## config.mk

```make
export PLATFORM = sky130hd
export DESIGN_NAME = gpio_regs
export DESIGN_NICKNAME = d
export VERILOG_FILES = /design/src/rtl/gpio_pkg.sv /design/src/rtl/gpio_debounce.sv /design/src/rtl/gpio_regs.sv
export SDC_FILE = /design/constraint.sdc
export NUM_CORES = 1
export LEC_CHECK = 0
export BUFFER_PORTS_ARGS = -buffer_cell sky130_fd_sc_hd__buf_2
export CAP_MARGIN = 10
export CORE_UTILIZATION = 45
export CTS_CLUSTER_SIZE = 10
export DETAILED_ROUTE_END_ITERATION = 10
export PLACE_DENSITY_LB_ADDON = 0.15
export RECOVER_POWER = 50
export SLEW_MARGIN = 10
export SYNTH_ARGS = -nofsm -noshare
export SYNTH_HDL_FRONTEND = slang
export SYNTH_SLANG_ARGS = --single-unit
```

## constraint.sdc

```tcl
create_clock -name clk -period 32.8 [get_ports clk]
set_clock_uncertainty 0.1 [all_clocks]
set_input_delay 6.56 -clock clk [delete_from_list [all_inputs] [get_ports clk]]
set_output_delay 6.56 -clock clk [all_outputs]
set_load 0.01 [all_outputs]
```

## src/rtl/gpio_pkg.sv

```systemverilog
// Shared GPIO definitions: data width, read-select encodings used by the
// address decoder and this register stage, and the default debounce depth.
package gpio_pkg;

  localparam int GPIO_WIDTH = 32;
  localparam int DEB_CYCLES_DEFAULT = 4;

  localparam logic [1:0] RDSEL_IN1  = 2'b00;
  localparam logic [1:0] RDSEL_IN2  = 2'b01;
  localparam logic [1:0] RDSEL_OUT1 = 2'b10;
  localparam logic [1:0] RDSEL_OUT2 = 2'b11;

  // Debounce counter must reach DEB_CYCLES; never narrower than one bit.
  function automatic int cnt_width(input int n);
    return (n < 1) ? 1 : $clog2(n + 1);
  endfunction

endpackage

```

## src/rtl/gpio_debounce.sv

```systemverilog
// One asynchronous input channel: two-flop synchroniser followed by a
// whole-word debouncer that publishes a value once it has held steady.
module gpio_debounce
  import gpio_pkg::*;
#(
  parameter int WIDTH      = GPIO_WIDTH,
  parameter int DEB_CYCLES = DEB_CYCLES_DEFAULT
) (
  input  logic             clk,
  input  logic             rst,
  input  logic [WIDTH-1:0] din,
  output logic [WIDTH-1:0] pub
);

  logic [WIDTH-1:0] s1;
  logic [WIDTH-1:0] s2;

  always_ff @(posedge clk or posedge rst) begin
    if (rst) begin
      s1 <= '0;
      s2 <= '0;
    end else begin
      s1 <= din;
      s2 <= s1;
    end
  end

  generate
    if (DEB_CYCLES == 0) begin : g_bypass
      always_ff @(posedge clk or posedge rst) begin
        if (rst) pub <= '0;
        else     pub <= s2;
      end
    end else begin : g_debounce
      localparam int CW = cnt_width(DEB_CYCLES);
      localparam logic [CW-1:0] CNT_LAST = CW'(DEB_CYCLES - 1);
      localparam logic [CW-1:0] CNT_SAT  = CW'(DEB_CYCLES);

      logic [WIDTH-1:0] smp;
      logic [CW-1:0]    cnt;

      // Any bit change restarts the count; once published, cnt parks at
      // CNT_SAT so the same word is not re-published every cycle.
      always_ff @(posedge clk or posedge rst) begin
        if (rst) begin
          smp <= '0;
          cnt <= '0;
          pub <= '0;
        end else if (s2 != smp) begin
          smp <= s2;
          cnt <= '0;
        end else if (cnt == CNT_LAST) begin
          pub <= smp;
          cnt <= CNT_SAT;
        end else if (cnt < CNT_LAST) begin
          cnt <= cnt + CW'(1);
        end
      end
    end
  endgenerate

endmodule

```

## src/rtl/gpio_regs.sv

```systemverilog
// GPIO register/data stage: two CPU-written output ports, two debounced
// input ports and the combinational read-data mux back to the CPU.
module gpio_regs
  import gpio_pkg::*;
#(
  parameter int WIDTH      = GPIO_WIDTH,
  parameter int DEB_CYCLES = DEB_CYCLES_DEFAULT
) (
  input  logic             clk,
  input  logic             rst,
  input  logic             WE1,
  input  logic             WE2,
  input  logic [1:0]       RdSel,
  input  logic [WIDTH-1:0] WD,
  input  logic [WIDTH-1:0] gpI1,
  input  logic [WIDTH-1:0] gpI2,
  output logic [WIDTH-1:0] RD,
  output logic [WIDTH-1:0] gpO1,
  output logic [WIDTH-1:0] gpO2
);

  logic [WIDTH-1:0] pub1;
  logic [WIDTH-1:0] pub2;

  // Enables are independent so a (never expected) double write loads both.
  always_ff @(posedge clk or posedge rst) begin
    if (rst) begin
      gpO1 <= '0;
      gpO2 <= '0;
    end else begin
      if (WE1) gpO1 <= WD;
      if (WE2) gpO2 <= WD;
    end
  end

  gpio_debounce #(.WIDTH(WIDTH), .DEB_CYCLES(DEB_CYCLES)) u_in1 (
    .clk (clk),
    .rst (rst),
    .din (gpI1),
    .pub (pub1)
  );

  gpio_debounce #(.WIDTH(WIDTH), .DEB_CYCLES(DEB_CYCLES)) u_in2 (
    .clk (clk),
    .rst (rst),
    .din (gpI2),
    .pub (pub2)
  );

  always_comb begin
    RD = '0;
    case (RdSel)
      RDSEL_IN1:  RD = pub1;
      RDSEL_IN2:  RD = pub2;
      RDSEL_OUT1: RD = gpO1;
      RDSEL_OUT2: RD = gpO2;
    endcase
  end

endmodule

```

* After elaboration in Yosys (flattened, before gate mapping)
Cells that the tools add are included.
Word-level totals: bits in registers 326, input port bits 102, output and inout port bits 96, logic and storage cells 37
Operators by class: add/subtract/negate cells 2, $lt $le $gt $ge 2, equal/unequal tests 7, muxes and demuxes 7, bitwise operators 2, reduce and logical (&&, ||, !) cells 5
Operator list (number):
- $pmux 32 s4 | 1
- $ne 32x32->1 | 2
- $mux 3 | 6
- $add 3x1->3 const B | 2
- $eq 3x2->1 const B | 2
- $lt 3x2->1 const B | 2
- $reduce_bool 3->1 | 2
- $eq 2x2->1 const B | 2
- $reduce_and 2->1 | 2
- $eq 2x1->1 const B | 1
- $logic_not 2->1 | 1
- $not 1->1 | 2

* Longest topological paths before layout
Gate-level depths: netlist (run 1).
depth in word-level cells 4, mapped depth 6, mapped depth without buffers 6

* Cells and area by module
Synthesis (run 1) repeated with hierarchy kept, for this count alone.
Second synthesis, totals: cell total of the unflattened synthesis 688, area total of the unflattened synthesis 11901.4 um2
Modules (own cells, without submodules):
- gpio_debounce | times used 2, cells each 256, area an instance 4361.7 um2, seq. area each 3278.1 um2
- gpio_regs | times used 1, cells each 176, area an instance 3178.0 um2, seq. area each 1601.5 um2

* Least setup slack after synthesis (run 1)
Ideal clock, no wire load.
path kind input to output, start input RdSel[0], end output RD[0], data arrival time 7644 ps, required time 26140 ps, slack 18496 ps, stages on the path 3, path buffers 2, cell sequence clkbuf_1 buf_2 mux4_2
On the way: longest elaborated chain between the ends 2, elaborated cells between the ends (all ways) 5, those cells by class eq/ne (3); mux (1); reduce/logical (1)
Ends and longest elaborated chain:
- start, declared | RTL line gpio_regs.sv:13 | input logic [1:0] RdSel,
- $eq 2x2->1, or another cell as far along | RTL line gpio_regs.sv:52 | case (RdSel)
- $pmux 32 s4 (*) | RTL line gpio_regs.sv:52
- end, declared | RTL line gpio_regs.sv:17 | output logic [WIDTH-1:0] RD,
Every way passes the cells marked *; elsewhere a longest branch is shown, timed or not.

* Worst setup path in the final report (run 1)
start input RdSel[0], end output RD[24]
The elaborated chain is that of the path after synthesis.

==> summary.txt, run 1 <==
Setup path
  – R2R Setup Slk: 29380 ps
  – Worst Path Arrival: 7970 ps
  – Critical Path Sink Type: output pin
  – Number of cells on the worst reg-to-reg path: 6
  – Max FO, Critical Path: 32
  – CP startpoint: RdSel[0]
  – Worst flop-to-flop path startpoint: u_in1.g_debounce.smp[24]
  – Startpoint types: input port
  – Critical Path RT: between 20000 and 30000 ps
  – Critical path type: in2out

Routing
  – DR WL/cell: 21.4 microns
  – Iter 0 DRT Violations: 387
  – WL final: 25.3 mm
  – Via count: 5996
  – DRC: 0
  – Final ANT Viol Nets: 0
  – Drt pass-1 iters: 4
  – Via/cell ratio: 5.08

Timing
  – Period Utilization, post-route: 0.446
  – Min cycle time layout: 14630 ps
  – Slew HR: -2.48
  – Slew Viols, Final: ~150
  – Slew of the pin with the lowest slew margin: 5200 ps
  – RSZ-0062 raised after global routing: no
  – Max Fclk: 0.0683 GHz
  – Final Hold Vio Count: 0
  – Final Setup Violations: 0
  – Setup TNS: 0 ps

CTS
  – Clock network latency to the later pin of the worst-skew pair: 510 ps
  – Clock sink total: 326
  – Cts bufs inserted: 38
  – CTS resizes: 0
  – Root buf cell: clkbuf_16
  – Clock tree buffer depth: 3
  – CTS tree: yes
  – Postcts setup bufs: 0
  – Hold Buf Count CTS: 0
  – H-tree depth: 2
  – Clock transition at the registers of the reported paths: 50 ps

Synth
  – Post-Synth Adder-Cell Area: 0.00427
  – Synth warn: 0
  – Share of the synthesized area in the top cell type: 0.696
  – Post-Syn Nets: roughly 800
  – Netlist cell types: 21
  – Simple-gate share of the synthesized area: 0.0188
  – Synth Area in Compound Gates: 0.00577
  – Most common library cells after synthesis: dfrtp_1 (326), mux2_2 (98), clkbuf_1 (69)
  – Synth area leaders: dfrtp_1 (70%), mux2_2 (9.4%), mux4_2 (6.2%)
  – Post-synth top area cell: dfrtp_1
  – Mux contribution to synthesized area: 0.194
  – Async set or reset register ratio after synthesis: 1.00
  – Gate Count Post-Synth: 690
  – Largest family of logic cells by synthesized area: multiplexers
  – Mean cell area of the mapped netlist: 17.0 sq um
  – Post-synthesis sequential area ratio: 0.696
  – Synth Area in XOR/XNOR: 0.0478
  – EDFF count, synth: 0
  – Mapped Area: 11700 sq um
  – Main synth FF type: dfrtp_1
  – Most frequent cell after synthesis: dfrtp_1
  – Flip-flop and latch count after synthesis: 326

Final layout
  – # fillers: 2041
  – Area of the multi-input gates: ~3000 sq um
  – Register area: ~8200 sq um
  – Final net count: 952
  – Ratio of cells with drive above 1 in the final layout: 0.429
  – P&R area growth vs syn: 16.7%

Flow run
  – Max Cap Viol: 2

GRT
  – Gr ovfl total: 0
  – First-pass GRT wire length: 39.0 mm
  – Vias in the first global route: around 6600
  – Largest net degree at the start of global routing: 207
  – Initial antenna violation count: 4
  – GR Util All Layers: 0.200

Outcome
  – Status: finished with violations
  – Failing checks: max-capacitance violations, max-slew violations

Pwr
  – PD cells: roughly 63 nW/um^2
  – Total power: 859 uW
  – VDD IR max: 38.9 uV
  – Leak: 6.36 nW

Place
  – Detail Placement HPWL: 17.8 mm
  – Placer Congestion: 0.838
  – IO Port Bufs: just under 200

Hold path
  – Hold Path Class: reg2reg
  – Min-Delay Startpoint: u_in1.s1[14]
  – Worst hold stages: 0

Floorplanning
  – Die height: 163 microns
  – Die Footprint: 26700 sq um
  – Core ar.: 25300 sq um
  – I/O pin count: 198
  – Chip width: 163 microns
  – Number of cell rows: 58
  – Initial Util: 0.463
## state kept, by name, indices dropped and copies added, names as in the netlist
name / count
gpO1: 32
gpO2: 32
u_in1.g_debounce.cnt: 3
u_in1.g_debounce.smp: 32
u_in1.pub: 32
u_in1.s1: 32
u_in1.s2: 32
u_in2.g_debounce.cnt: 3
u_in2.g_debounce.smp: 32
u_in2.pub: 32
u_in2.s1: 32
u_in2.s2: 32
## per-layer routing
metal / part of all wire / up-vias / track usage
li1: - / 2627 / -
met1: 0.43 / 3088 / 0.271
met2: 0.48 / 230 / 0.321
met3: 0.074 / 45 / 0.0488
met4: 0.020 / 6 / 0.0561
met5: 0.0014 / - / 0
## through the flow
step                      setup WS (ps)  cell area (sq um)  std cells   util  hold slack (ps)
final                             18170              13700       1180  0.540              243
after global routing              18080              13700       1179  0.540              248
after CTS                         18140              13800       1179  0.546              244
after detailed placement          18130              12800       1136  0.505              235
after global placement            18160              12800       1136  0.505              234
after floorplan                   17110              11700        690      -              231
## path summary, 6_finish.rpt
kind | to
worst min-delay path | u_in1.s2[14]
max in group asynchronous | u_in2.s2[23]
worst max register to register | u_in1.pub[31]
min in group asynchronous | u_in1.s1[15]
worst max-delay path | RD[24]
worst min register to register | u_in1.s2[14]
## final cells by class
type,count,share of cell area
clock buffer,42,0.0753
antenna,1,0.000183
tap,330,0.0302
inverter,5,0.00146
multi-input combinational,274,0.222
timing repair buffer,201,0.0737
clock inverter,1,0.000366
sequential,326,0.597
## critical path, stage by stage
cell and delay, ps:
buf_2 80, buf_4 540, mux4_2 600, buf_2 160
## logic make-up (layout without fill, tap and decap cells)
| family | after synthesis | in the layout |
|---|---|---|
| AND/OR/NAND/NOR | 34 | 34 |
| multiplexers | 160 | 160 |
| XOR/XNOR | 64 | 64 |
| AO/OA/AOI/OAI | 12 | 12 |
| flip-flops | 326 | 326 |
| buffers and inverters | 90 | 249 |
| other | 0 | 1 |
| adder cells (fa/ha/maj) | 4 | 4 |
## report_power, final
| part | total (mW) | internal, mW | switching (mW) |
|---|---|---|---|
| sequential | 0.437 | 0.423 | 0.0141 |
| combinational | 0.0607 | 0.0300 | 0.0308 |
| clock | 0.361 | 0.218 | 0.143 |
| total | 0.859 | 0.671 | 0.188 |
## cells in the final DEF, fill, tap and decap left out
cell type	n
xnor2_1	64
buf_12	1
nor2_1	8
clkinvlp_2	1
nor2b_1	3
dfrtp_1	326
buf_2	187
buf_4	1
inv_1	4
nor4_1	2
diode_2	1
ha_1	4
mux2_4	1
clkbuf_16	41
nand2_1	1
nor4_2	1
nand3_1	1
a2111oi_0	2
nand4_1	18
a21oi_1	6
mux4_2	32
o21ai_0	4
mux2_1	29
mux2_2	98
clkinv_2	1
clkbuf_1	13
Power figures use the tool's default switching activity.
==> run 2: changes to the inputs <==
==> constraint.sdc (replaced) <==
create_clock -name clk -period 15.1 [get_ports clk]
set_clock_uncertainty 0.1 [all_clocks]
set_input_delay 3.02 -clock clk [delete_from_list [all_inputs] [get_ports clk]]
set_output_delay 3.02 -clock clk [all_outputs]
set_load 0.01 [all_outputs]
==> summary.txt, run 2 (same netlist as run 1, synthesis figures left out) <==
CTS
  – H-tree depth: 2
  – Clock transition at the registers of the reported paths: 50 ps
  – Postcts setup bufs: 0
  – Cts bufs inserted: 38
  – CTS tree: yes
  – Clock network latency to the later pin of the worst-skew pair: 510 ps
  – Root buf cell: clkbuf_16
  – Hold Buf Count CTS: 0
  – Clock sink total: 326
  – Clock tree buffer depth: 3
  – CTS resizes: 0

Floorplanning
  – Core ar.: 25300 sq um
  – Die Footprint: 26700 sq um
  – Number of cell rows: 58
  – Die height: 163 microns
  – Initial Util: 0.463
  – Chip width: 163 microns
  – I/O pin count: 198

Final layout
  – Util after Layout: 0.541
  – Final net count: ~950
  – Post-route design area: 13700 sq um
  – P&R area growth vs syn: 16.9%
  – Commonest non-fill, non-tap cell in the layout: dfrtp_1
  – Ratio of cells with drive above 1 in the final layout: 0.433
  – Most frequent cells in the layout: dfrtp_1 (326), buf_2 (190), mux2_2 (98), xnor2_1 (64), clkbuf_16 (41)

Timing
  – RSZ-0062 raised after global routing: no
  – Final Hold Vio Count: 0
  – Slew of the pin with the lowest slew margin: 5030 ps
  – Max Fclk: 0.132 GHz
  – Setup TNS: 0 ps
  – Period Utilization, post-route: 0.501
  – Min cycle time layout: 7570 ps
  – Final WS setup: 7530 ps
  – Final Setup Violations: 0
  – Slew Viols, Final: 178
  – Slew HR: -2.37

GRT
  – GR Util All Layers: 0.202
  – Gr ovfl total: 0
  – Largest net degree at the start of global routing: 121
  – First-pass GRT wire length: 39.8 mm
  – Vias in the first global route: 6806
  – Initial antenna violation count: 3

Setup path
  – Worst flop-to-flop path startpoint: u_in1.g_debounce.smp[24]
  – Critical Path RT: 11980 ps
  – R2R Setup Slk: about 12000 ps
  – Max FO, Critical Path: 32
  – Number of cells on the worst reg-to-reg path: 6
  – Critical Path Sink Type: output pin
  – Critical-path top delay cell: mux4_2
  – Worst Path Arrival: between 4000 and 5000 ps
  – Critical path type: in2out
  – Worst flop-to-flop path endpoint: u_in1.pub[25]
  – Crit-path leading delay family: buffers and inverters
  – Top cell by count, worst path: buf_2
  – CP bufs+invs: 3
  – Startpoint types: input port
  – Critical-path cell list: buf_2 -> buf_4 -> mux4_2 -> buf_2
  – CP peak stage delay: 600 ps

Routing
  – DRC: 0
  – Via/cell ratio: between 5 and 6
  – DR WL/cell: 21.5 microns
  – Final ANT Viol Nets: 0
  – WL final: ~25 mm
  – Via count: 6058
  – Drt pass-1 iters: 4
  – Iter 0 DRT Violations: roughly 320

Place
  – Placer Congestion: 0.828
  – Detail Placement HPWL: 18.1 mm
  – Placed Area: 12800 sq um
  – Pre-CTS WS: approximately 7500 ps
  – IO Port Bufs: 197

Hold path
  – Hold Path Class: reg2reg
  – Hold EP: u_in1.s2[21]
  – Min-Delay Startpoint: u_in1.s1[21]
  – Worst hold stages: 0

Flow run
  – Max Cap Viol: 3

Pwr
  – PD cells: 137 nW/um^2
  – VDD IR max: 75.0 uV
  – Leak: 6.38 nW

Outcome
  – Status: finished with violations
  – Failing checks: max-capacitance violations, max-slew violations
==> run 2: changes by cell type in the layout (fill, tap and decap cells not counted) <==
cell / before / now
buf_12: 1 / 0
buf_2: 187 / 190
buf_4: 1 / 4
clkinv_2: 1 / 0
mux2_1: 29 / 28
mux2_4: 1 / 2
==> run 2: where the power goes <==
group | internal (mW) | total (mW) | switching (mW)
clock network | 0.477 | 0.789 | 0.312
logic | 0.0650 | 0.132 | 0.0670
registers | 0.919 | 0.950 | 0.0312
total | 1.46 | 1.87 | 0.410
==> run 2: worst max path at each step <==
stage	from	endpoint	slack (ps)	cells after the start
after floorplan	rst	gpO1[0]	2950	1
after global placement	RdSel[0]	RD[23]	7540	4
after detailed placement	RdSel[0]	RD[23]	7520	4
after CTS	RdSel[0]	RD[1]	7520	4
after global routing	rst	gpO1[11]	6440	4
final	RdSel[0]	RD[1]	7530	4
==> run 2: final cells by class <==
cell class                 count  area, sq um
clock buffer                  45         1040
multi-input combinational    274         3040
tap                          330          413
sequential                   326         8160
timing repair buffer         203         1010
fill                        2068        11600
antenna                        1         2.50
inverter                       5         20.0
==> run 2: metal layers <==
layer | share of wire | up-vias | track usage
met2 | 0.48 | 212 | 0.334
met1 | 0.43 | 3173 | 0.270
li1 | - | 2630 | -
met3 | 0.066 | 39 | 0.0470
met5 | 0.0011 | - | 0
met4 | 0.017 | 4 | 0.0535
==> run 2: metrics by stage <==
| stage | power, mW | hold slack (ps) | std cells |
|---|---|---|---|
| after floorplan | 1.04 | 231 | 690 |
| after global placement | 1.09 | 235 | 1138 |
| after detailed placement | 1.10 | 235 | 1138 |
| after CTS | 1.90 | 247 | 1183 |
| after global routing | 1.95 | 246 | 1183 |
| final | 1.87 | 245 | 1184 |
